**src/rtl/local_memory_arbiter.sv**
```systemverilog
// Arbitrates the core and Wishbone requesters onto BANK_COUNT dual-port SRAM banks.
// Optional same-cycle write-to-read forwarding is enabled by defining LOCAL_MEMORY_WRITE_FORWARD_EN.
module local_memory_arbiter #(
  parameter int unsigned SRAM_ADDRESS_SIZE = 9,
  parameter int unsigned BANK_COUNT = 2
) (
  input  logic                            clk,
  input  logic                            rst_n,
  input  logic [23:0]                     coreAddress,
  input  logic [3:0]                      coreByteSelect,
  input  logic                            coreWriteEnable,
  input  logic                            coreReadEnable,
  input  logic [31:0]                     coreDataWrite,
  output logic [31:0]                     coreDataRead,
  output logic                            coreBusy,
  input  logic [23:0]                     wbAddress,
  input  logic [3:0]                      wbByteSelect,
  input  logic                            wbWriteEnable,
  input  logic                            wbReadEnable,
  input  logic [31:0]                     wbDataWrite,
  output logic [31:0]                     wbDataRead,
  output logic                            wbBusy,
  output logic                            clk0,
  output logic [BANK_COUNT-1:0]           csb0,
  output logic                            web0,
  output logic [3:0]                      wmask0,
  output logic [SRAM_ADDRESS_SIZE-1:0]    addr0,
  output logic [31:0]                     din0,
  input  logic [32*BANK_COUNT-1:0]        dout0,
  output logic                            clk1,
  output logic [BANK_COUNT-1:0]           csb1,
  output logic [SRAM_ADDRESS_SIZE-1:0]    addr1,
  input  logic [32*BANK_COUNT-1:0]        dout1
);

  localparam int unsigned ADDR_W     = 24;
  localparam int unsigned DATA_W     = 32;
  localparam int unsigned BANK_W     = $clog2(BANK_COUNT);
  localparam int unsigned BANK_IDX_W = (BANK_W > 0) ? BANK_W : 1;

  typedef enum logic {IDLE = 1'b0, READ = 1'b1} portState_t;

  portState_t port0State, port0Next, port1State, port1Next;
  logic rrPointer, rrNext;  // 0: core wins the next contested grant, 1: wb
  logic [BANK_IDX_W-1:0] bank0Reg, bank0Next, bank1Reg, bank1Next;
  logic oor0Reg, oor0Next, oor1Reg, oor1Next;
  logic [DATA_W-1:0] coreHeld, coreHeldNext, wbHeld, wbHeldNext, core1Data;

  logic [BANK_IDX_W-1:0] coreBank, wbBank;
  logic [SRAM_ADDRESS_SIZE-1:0] coreWord, wbWord;
  logic coreOutOfRange, wbOutOfRange;
  logic coreWriteReq, coreReadReq, wbReq;
  logic port0Idle, port1Idle, grantCore, grantWb, contested, collision, readBlocked;

`ifdef LOCAL_MEMORY_WRITE_FORWARD_EN
  logic fwdValid, fwdValidNext;
  logic [3:0] fwdMask, fwdMaskNext;
  logic [DATA_W-1:0] fwdData, fwdDataNext;
`endif

  function automatic logic [BANK_IDX_W-1:0] bankOf(input logic [ADDR_W-1:0] a);
    return BANK_IDX_W'((a >> (SRAM_ADDRESS_SIZE + 2)) & ADDR_W'(BANK_COUNT - 1));
  endfunction

  function automatic logic [SRAM_ADDRESS_SIZE-1:0] wordOf(input logic [ADDR_W-1:0] a);
    return SRAM_ADDRESS_SIZE'(a >> 2);
  endfunction

  function automatic logic outOfRange(input logic [ADDR_W-1:0] a);
    return (a >> (SRAM_ADDRESS_SIZE + 2 + BANK_W)) != '0;
  endfunction

  assign clk0 = clk;
  assign clk1 = clk;

  assign coreBank       = bankOf(coreAddress);
  assign wbBank         = bankOf(wbAddress);
  assign coreWord       = wordOf(coreAddress);
  assign wbWord         = wordOf(wbAddress);
  assign coreOutOfRange = outOfRange(coreAddress);
  assign wbOutOfRange   = outOfRange(wbAddress);

  // A requester asserting read and write together is a write
  assign coreWriteReq = rst_n & coreWriteEnable;
  assign coreReadReq  = rst_n & coreReadEnable & ~coreWriteEnable;
  assign wbReq        = rst_n & (wbWriteEnable | wbReadEnable);

  assign port0Idle = (port0State == IDLE);
  assign port1Idle = (port1State == IDLE);
  assign grantCore = port0Idle & coreWriteReq & (~wbReq | ~rrPointer);
  assign grantWb   = port0Idle & wbReq & (~coreWriteReq | rrPointer);
  assign contested = port0Idle & coreWriteReq & wbReq;

  // Core read on port 1 hitting the word being written on port 0 in the same cycle
  assign collision = coreReadReq & port1Idle & grantWb & wbWriteEnable & ~wbOutOfRange
                   & ~coreOutOfRange & (wbBank == coreBank) & (wbWord == coreWord);

`ifdef LOCAL_MEMORY_WRITE_FORWARD_EN
  assign readBlocked = 1'b0;
`else
  assign readBlocked = collision;
`endif

  assign coreBusy = ~rst_n | (coreWriteReq & ~grantCore) | (coreReadReq & port1Idle);
  assign wbBusy   = ~rst_n | (wbReq & port0Idle & (~grantWb | ~wbWriteEnable));

  // Port 0: core writes, wb reads and writes
  always_comb begin
    port0Next  = port0State;
    bank0Next  = bank0Reg;
    oor0Next   = oor0Reg;
    rrNext     = rrPointer;
    wbHeldNext = wbHeld;
    csb0       = '1;
    web0       = 1'b1;
    wmask0     = '0;
    addr0      = '0;
    din0       = '0;
    wbDataRead = wbHeld;
    if (!rst_n) begin
      wbDataRead = '0;
    end else begin
      case (port0State)
        IDLE: begin
          if (contested) rrNext = ~rrPointer;
          if (grantCore) begin
            addr0  = coreWord;
            web0   = 1'b0;
            wmask0 = coreByteSelect;
            din0   = coreDataWrite;
            if (!coreOutOfRange) csb0 = ~(BANK_COUNT'(1) << coreBank);
          end else if (grantWb) begin
            addr0 = wbWord;
            if (!wbOutOfRange) csb0 = ~(BANK_COUNT'(1) << wbBank);
            if (wbWriteEnable) begin
              web0   = 1'b0;
              wmask0 = wbByteSelect;
              din0   = wbDataWrite;
            end else begin
              port0Next = READ;
              bank0Next = wbBank;
              oor0Next  = wbOutOfRange;
            end
          end
        end
        READ: begin
          wbDataRead = oor0Reg ? '0 : dout0[DATA_W*int'(bank0Reg) +: DATA_W];
          wbHeldNext = wbDataRead;
          port0Next  = IDLE;
        end
        default: port0Next = IDLE;
      endcase
    end
  end

  // Port 1: core reads only
  always_comb begin
    port1Next    = port1State;
    bank1Next    = bank1Reg;
    oor1Next     = oor1Reg;
    coreHeldNext = coreHeld;
    csb1         = '1;
    addr1        = '0;
    coreDataRead = coreHeld;
    core1Data    = dout1[DATA_W*int'(bank1Reg) +: DATA_W];
`ifdef LOCAL_MEMORY_WRITE_FORWARD_EN
    fwdValidNext = fwdValid;
    fwdMaskNext  = fwdMask;
    fwdDataNext  = fwdData;
    for (int i = 0; i < 4; i++) begin
      if (fwdValid && fwdMask[i]) core1Data[8*i +: 8] = fwdData[8*i +: 8];
    end
`endif
    if (!rst_n) begin
      coreDataRead = '0;
    end else begin
      case (port1State)
        IDLE: begin
          if (coreReadReq && !readBlocked) begin
            addr1 = coreWord;
            if (!coreOutOfRange) csb1 = ~(BANK_COUNT'(1) << coreBank);
            port1Next = READ;
            bank1Next = coreBank;
            oor1Next  = coreOutOfRange;
`ifdef LOCAL_MEMORY_WRITE_FORWARD_EN
            fwdValidNext = collision;
            fwdMaskNext  = wbByteSelect;
            fwdDataNext  = wbDataWrite;
`endif
          end
        end
        READ: begin
          coreDataRead = oor1Reg ? '0 : core1Data;
          coreHeldNext = coreDataRead;
          port1Next    = IDLE;
        end
        default: port1Next = IDLE;
      endcase
    end
  end

  always_ff @(posedge clk) begin
    if (!rst_n) begin
      port0State <= IDLE;
      port1State <= IDLE;
      rrPointer  <= 1'b0;
      bank0Reg   <= '0;
      bank1Reg   <= '0;
      oor0Reg    <= 1'b0;
      oor1Reg    <= 1'b0;
      coreHeld   <= '0;
      wbHeld     <= '0;
`ifdef LOCAL_MEMORY_WRITE_FORWARD_EN
      fwdValid   <= 1'b0;
      fwdMask    <= '0;
      fwdData    <= '0;
`endif
    end else begin
      port0State <= port0Next;
      port1State <= port1Next;
      rrPointer  <= rrNext;
      bank0Reg   <= bank0Next;
      bank1Reg   <= bank1Next;
      oor0Reg    <= oor0Next;
      oor1Reg    <= oor1Next;
      coreHeld   <= coreHeldNext;
      wbHeld     <= wbHeldNext;
`ifdef LOCAL_MEMORY_WRITE_FORWARD_EN
      fwdValid   <= fwdValidNext;
      fwdMask    <= fwdMaskNext;
      fwdData    <= fwdDataNext;
`endif
    end
  end

endmodule
```
**config.mk**
```make
export PLATFORM = sky130hd
export DESIGN_NAME = local_memory_arbiter
export DESIGN_NICKNAME = d
export VERILOG_FILES = /design/src/rtl/local_memory_arbiter.sv
export SDC_FILE = /design/constraint.sdc
export NUM_CORES = 1
export LEC_CHECK = 0
export CAP_MARGIN = 5
export CORE_AREA = 4 4 144 146
export DETAILED_ROUTE_END_ITERATION = 16
export DIE_AREA = 0 0 148 150
export SETUP_SLACK_MARGIN = 0.15
export SLEW_MARGIN = 10
export SYNTH_ARGS = -nofsm -noshare
export SYNTH_HDL_FRONTEND = slang
export SYNTH_SLANG_ARGS = --single-unit
```
**constraint.sdc**
```tcl
create_clock -name clk -period 2.6 [get_ports clk]
set_input_delay 0.52 -clock clk [delete_from_list [all_inputs] [get_ports clk]]
set_output_delay 0.52 -clock clk [all_outputs]
set_load 0.02 [all_outputs]
```
==> results of run 1 <==
==> per-layer routing <==
layer	global-route usage (%)	wire length (µm)	share of wire, %
met4	5.219	419	2.2
met1	18.38	7714	40
met5	0	11	0.057
met2	28.43	9291	48
met3	6.996	1939	10
==> worst min path at each step <==
stage / from / to / slack (ns) / cells after the start
global route: coreHeld[6] / coreHeld[6] / 0.47 / 2
floorplan: oor1Reg / oor1Reg / 0.46 / 1
finish: wbHeld[7] / wbHeld[7] / 0.45 / 2
detailed placement: coreHeld[30] / coreHeld[30] / 0.45 / 2
global placement: coreHeld[6] / coreHeld[6] / 0.44 / 2
CTS: coreHeld[30] / coreHeld[30] / 0.46 / 2
==> layout by cell type, fill, tap and decap left out, types with 3 or more instances in the layout <==
cell / netlist / final
clkdlybuf4s50_1: 0 / 205
buf_4: 3 / 83
buf_2: 15 / 78
nand2_1: 69 / 68
dfxtp_1: 71 / 67
mux2i_1: 66 / 66
o21ai_1: 9 / 46
a22o_1: 45 / 43
dlygate4sd2_1: 0 / 31
o21ai_0: 58 / 18
buf_6: 1 / 17
clkbuf_16: 0 / 13
clkdlybuf4s15_1: 0 / 11
xor2_1: 9 / 9
and2_4: 5 / 9
buf_12: 0 / 9
nor4_1: 8 / 4
nor4_2: 1 / 3
o21ai_2: 0 / 3
nor2_1: 5 / 3
dfxtp_2: 0 / 3
dlymetal6s2s_1: 0 / 3
==> critical path, cell delays in order <==
cell and delay [ns]:
dlygate4sd2_1 0.25, xor2_1 0.16, nor4_2 0.29, nand2_1 0.16, o31a_4 0.42, and2_4 0.17
buf_6 0.12
==> cells by family (layout without fill, tap and decap cells) <==
kind of cell | Yosys count | after routing
mux | 66 | 66
compound gates | 119 | 120
simple gates | 109 | 109
buf+inv | 39 | 463
xor+xnor | 11 | 11
flops | 71 | 71
==> final cells by class <==
type                            count  area [µm²]  area share (%)
Timing Repair Buffer              439        3938           46.78
Multi-Input combinational cell    306        2272           27.00
Sequential cell                    71        1429           16.98
Clock buffer                       16       346.6           4.118
Tap cell                          265       331.6           3.939
Clock inverter                      6       92.59           1.100
Inverter                            2       7.507         0.08919
==> power groups by stage <==
| stage | registers [mW] | clock network (mW) | logic (mW) |
|---|---|---|---|
| final | 1.15 | 1.72 | 1.08 |
| after detailed placement | 1.17 | 0.103 | 1.08 |
| after global placement | 1.17 | 0.103 | 1.08 |
| after global routing | 1.15 | 1.82 | 1.14 |
| after floorplan | 1.16 | 0.0899 | 0.376 |
| after CTS | 1.15 | 1.78 | 1.07 |
==> repair_timing <==
item                       4_1_cts  5_1_grt
setup endpoints to repair      127       87
gates resized for setup        661       72
pin swaps                       30       18
gates cloned                     5        0
setup buffers                    7        5
==> through the flow <==
stage	total power, mW	hold slack [ns]
after detailed placement	2.356	0.4492
final	3.948	0.4468
after floorplan	1.629	0.4599
after CTS	3.999	0.4557
after global placement	2.353	0.4391
after global routing	4.120	0.4700
==> state kept, by name, summed over array words and instances, names as in the netlist <==
signal and flops:
port1State 1, port0State 1, oor1Reg 1, bank0Reg 1, coreHeld 32, rrPointer 1
bank1Reg 1, oor0Reg 1, wbHeld 32
==> out/results.ini, run 1 <==
[clocking]
clk_latency_ns = 0.44
path_clk_slew_ns = 0.06
cts_tree = built
hold_buffers = 0

[timing]
clock_skew_ns = 0.007597
rsz0062_at_grt = yes
fin_crit_ns = 2.621
slew_headroom_pct = 69.78
worst_slew_pin_slew_ns = 0.4495
hold_viol = 0
setup_slack_ns = -0.02098
tns_ns = -0.05684
setup_viol = 3
slew_viol_final = 0
fmax_mhz = 381.5
post-route-period-util_pct = 100.8

[final_layout]
antenna_cells = 0
finalInstanceArea_um2 = 8417
nets = 1089
areaGrowthSynthToFinish_pct = 128.8
final_core_util_pct = 43.39
fill_cells = 1973
layout-drive-gt1-share_pct = 29.88
fin_cells = 1105

[setup_path]
reg2reg_setup_slack_ns = 0.77
start_kind = input pin
r2r_start = port0State
worst_ep_required_time_ns = 2.08
crit_start = coreAddress[9]
end_kind = primary output
crit_type = input pin to primary output
r2r_end = bank1Reg
rr_worst_depth = 8
arrival_ns = 2.10
cp_max_fo = 5
endpoint = addr1[8]

[synthesis]
synth_compound_area_share_pct = 21.43
synthDistinctLibCells = 34
synth-warning-count = 0
ys_ff_latch = 71
synth_simple_gate_area_share_pct = 14.35
synth_nets = 669
ys_top_cells_by_area = dfxtp_1 39%, mux2i_1 18%, a22o_1 11%, o21ai_0 7.9%, nand2_1 7.0%
ys_async_sr_fraction_pct = 0
synth-edff-count = 0
synth.top_cell.area_share_pct = 38.64
synth_seq_area_share_pct = 38.64
synth_area_um2 = 3679
synth_fa_ha_area_share_pct = 0
ys.flop_type = dfxtp_1
yosys-top-cells-count = 71 x dfxtp_1, 69 x nand2_1, 66 x mux2i_1
synth_top_family_by_area = compound AO/OA/AOI/OAI gates
yosysTopAreaCell = dfxtp_1
synth-xor-area-share_pct = 2.619
synth_cells = 415
synthMuxAreaShare_pct = 17.96
synth_most_common_cell = dfxtp_1
post_synth.cell_area_avg_um2 = 8.864

[placement]
dp_hpwl_mm = 15.12
io_buffers = 376
gp_congestion = 0.8893
placed_cell_area_um2 = 8073
dp_cells = 1069
pre_cts_slack_ns = -0.7507

[floorplanning]
start_util_pct = 18.96
io_pins = 381
core_um2 = 19400
die-area_um2 = 22200
die_w_um = 148
fp.dieH_um = 150
rows = 51

[worst_hold_path]
hold_class = flip-flop to flip-flop

[flow_run]
cap_violations = 0

[grt]
grt_pass1_wl_mm = 27.99
grt_pass1_vias = 4888
grt_overflow_total = 0
grt_max_degree = 33
antenna_found_initial = 1
grt.total_usage_pct = 16.46

[detailed_routing]
vias = 4775
drt_iter0_drc = 162
wl_per_cell_um = 17.53
drt_pre_antenna_iters = 4
antenna_left = 0
vias_per_cell = 4.321
routed_wl_mm = 19.38
drt_drc_violations_left = 0

[pwr]
intPower_mw = 2.890
seqPwrFrac_pct = 29.1
comb_power_share_pct = 27.2
power.switching_mw = 1.058
switching_share_pct = 26.79
leakagePower_nw = 3.600
power_density_nw_per_um2 = 469.0
worst_ir_drop_vdd_v = 0.0002549
clkPwrFrac_pct = 43.7

[status]
violations = setup timing
status = finished, violations left

Power figures use the tool's default switching activity.
==> run 2: changes to the inputs <==
CTS_CLUSTER_SIZE = 12   (was not set)
==> results of run 2 <==
The final DEF is identical to that of run 1; final timing and power are the same.
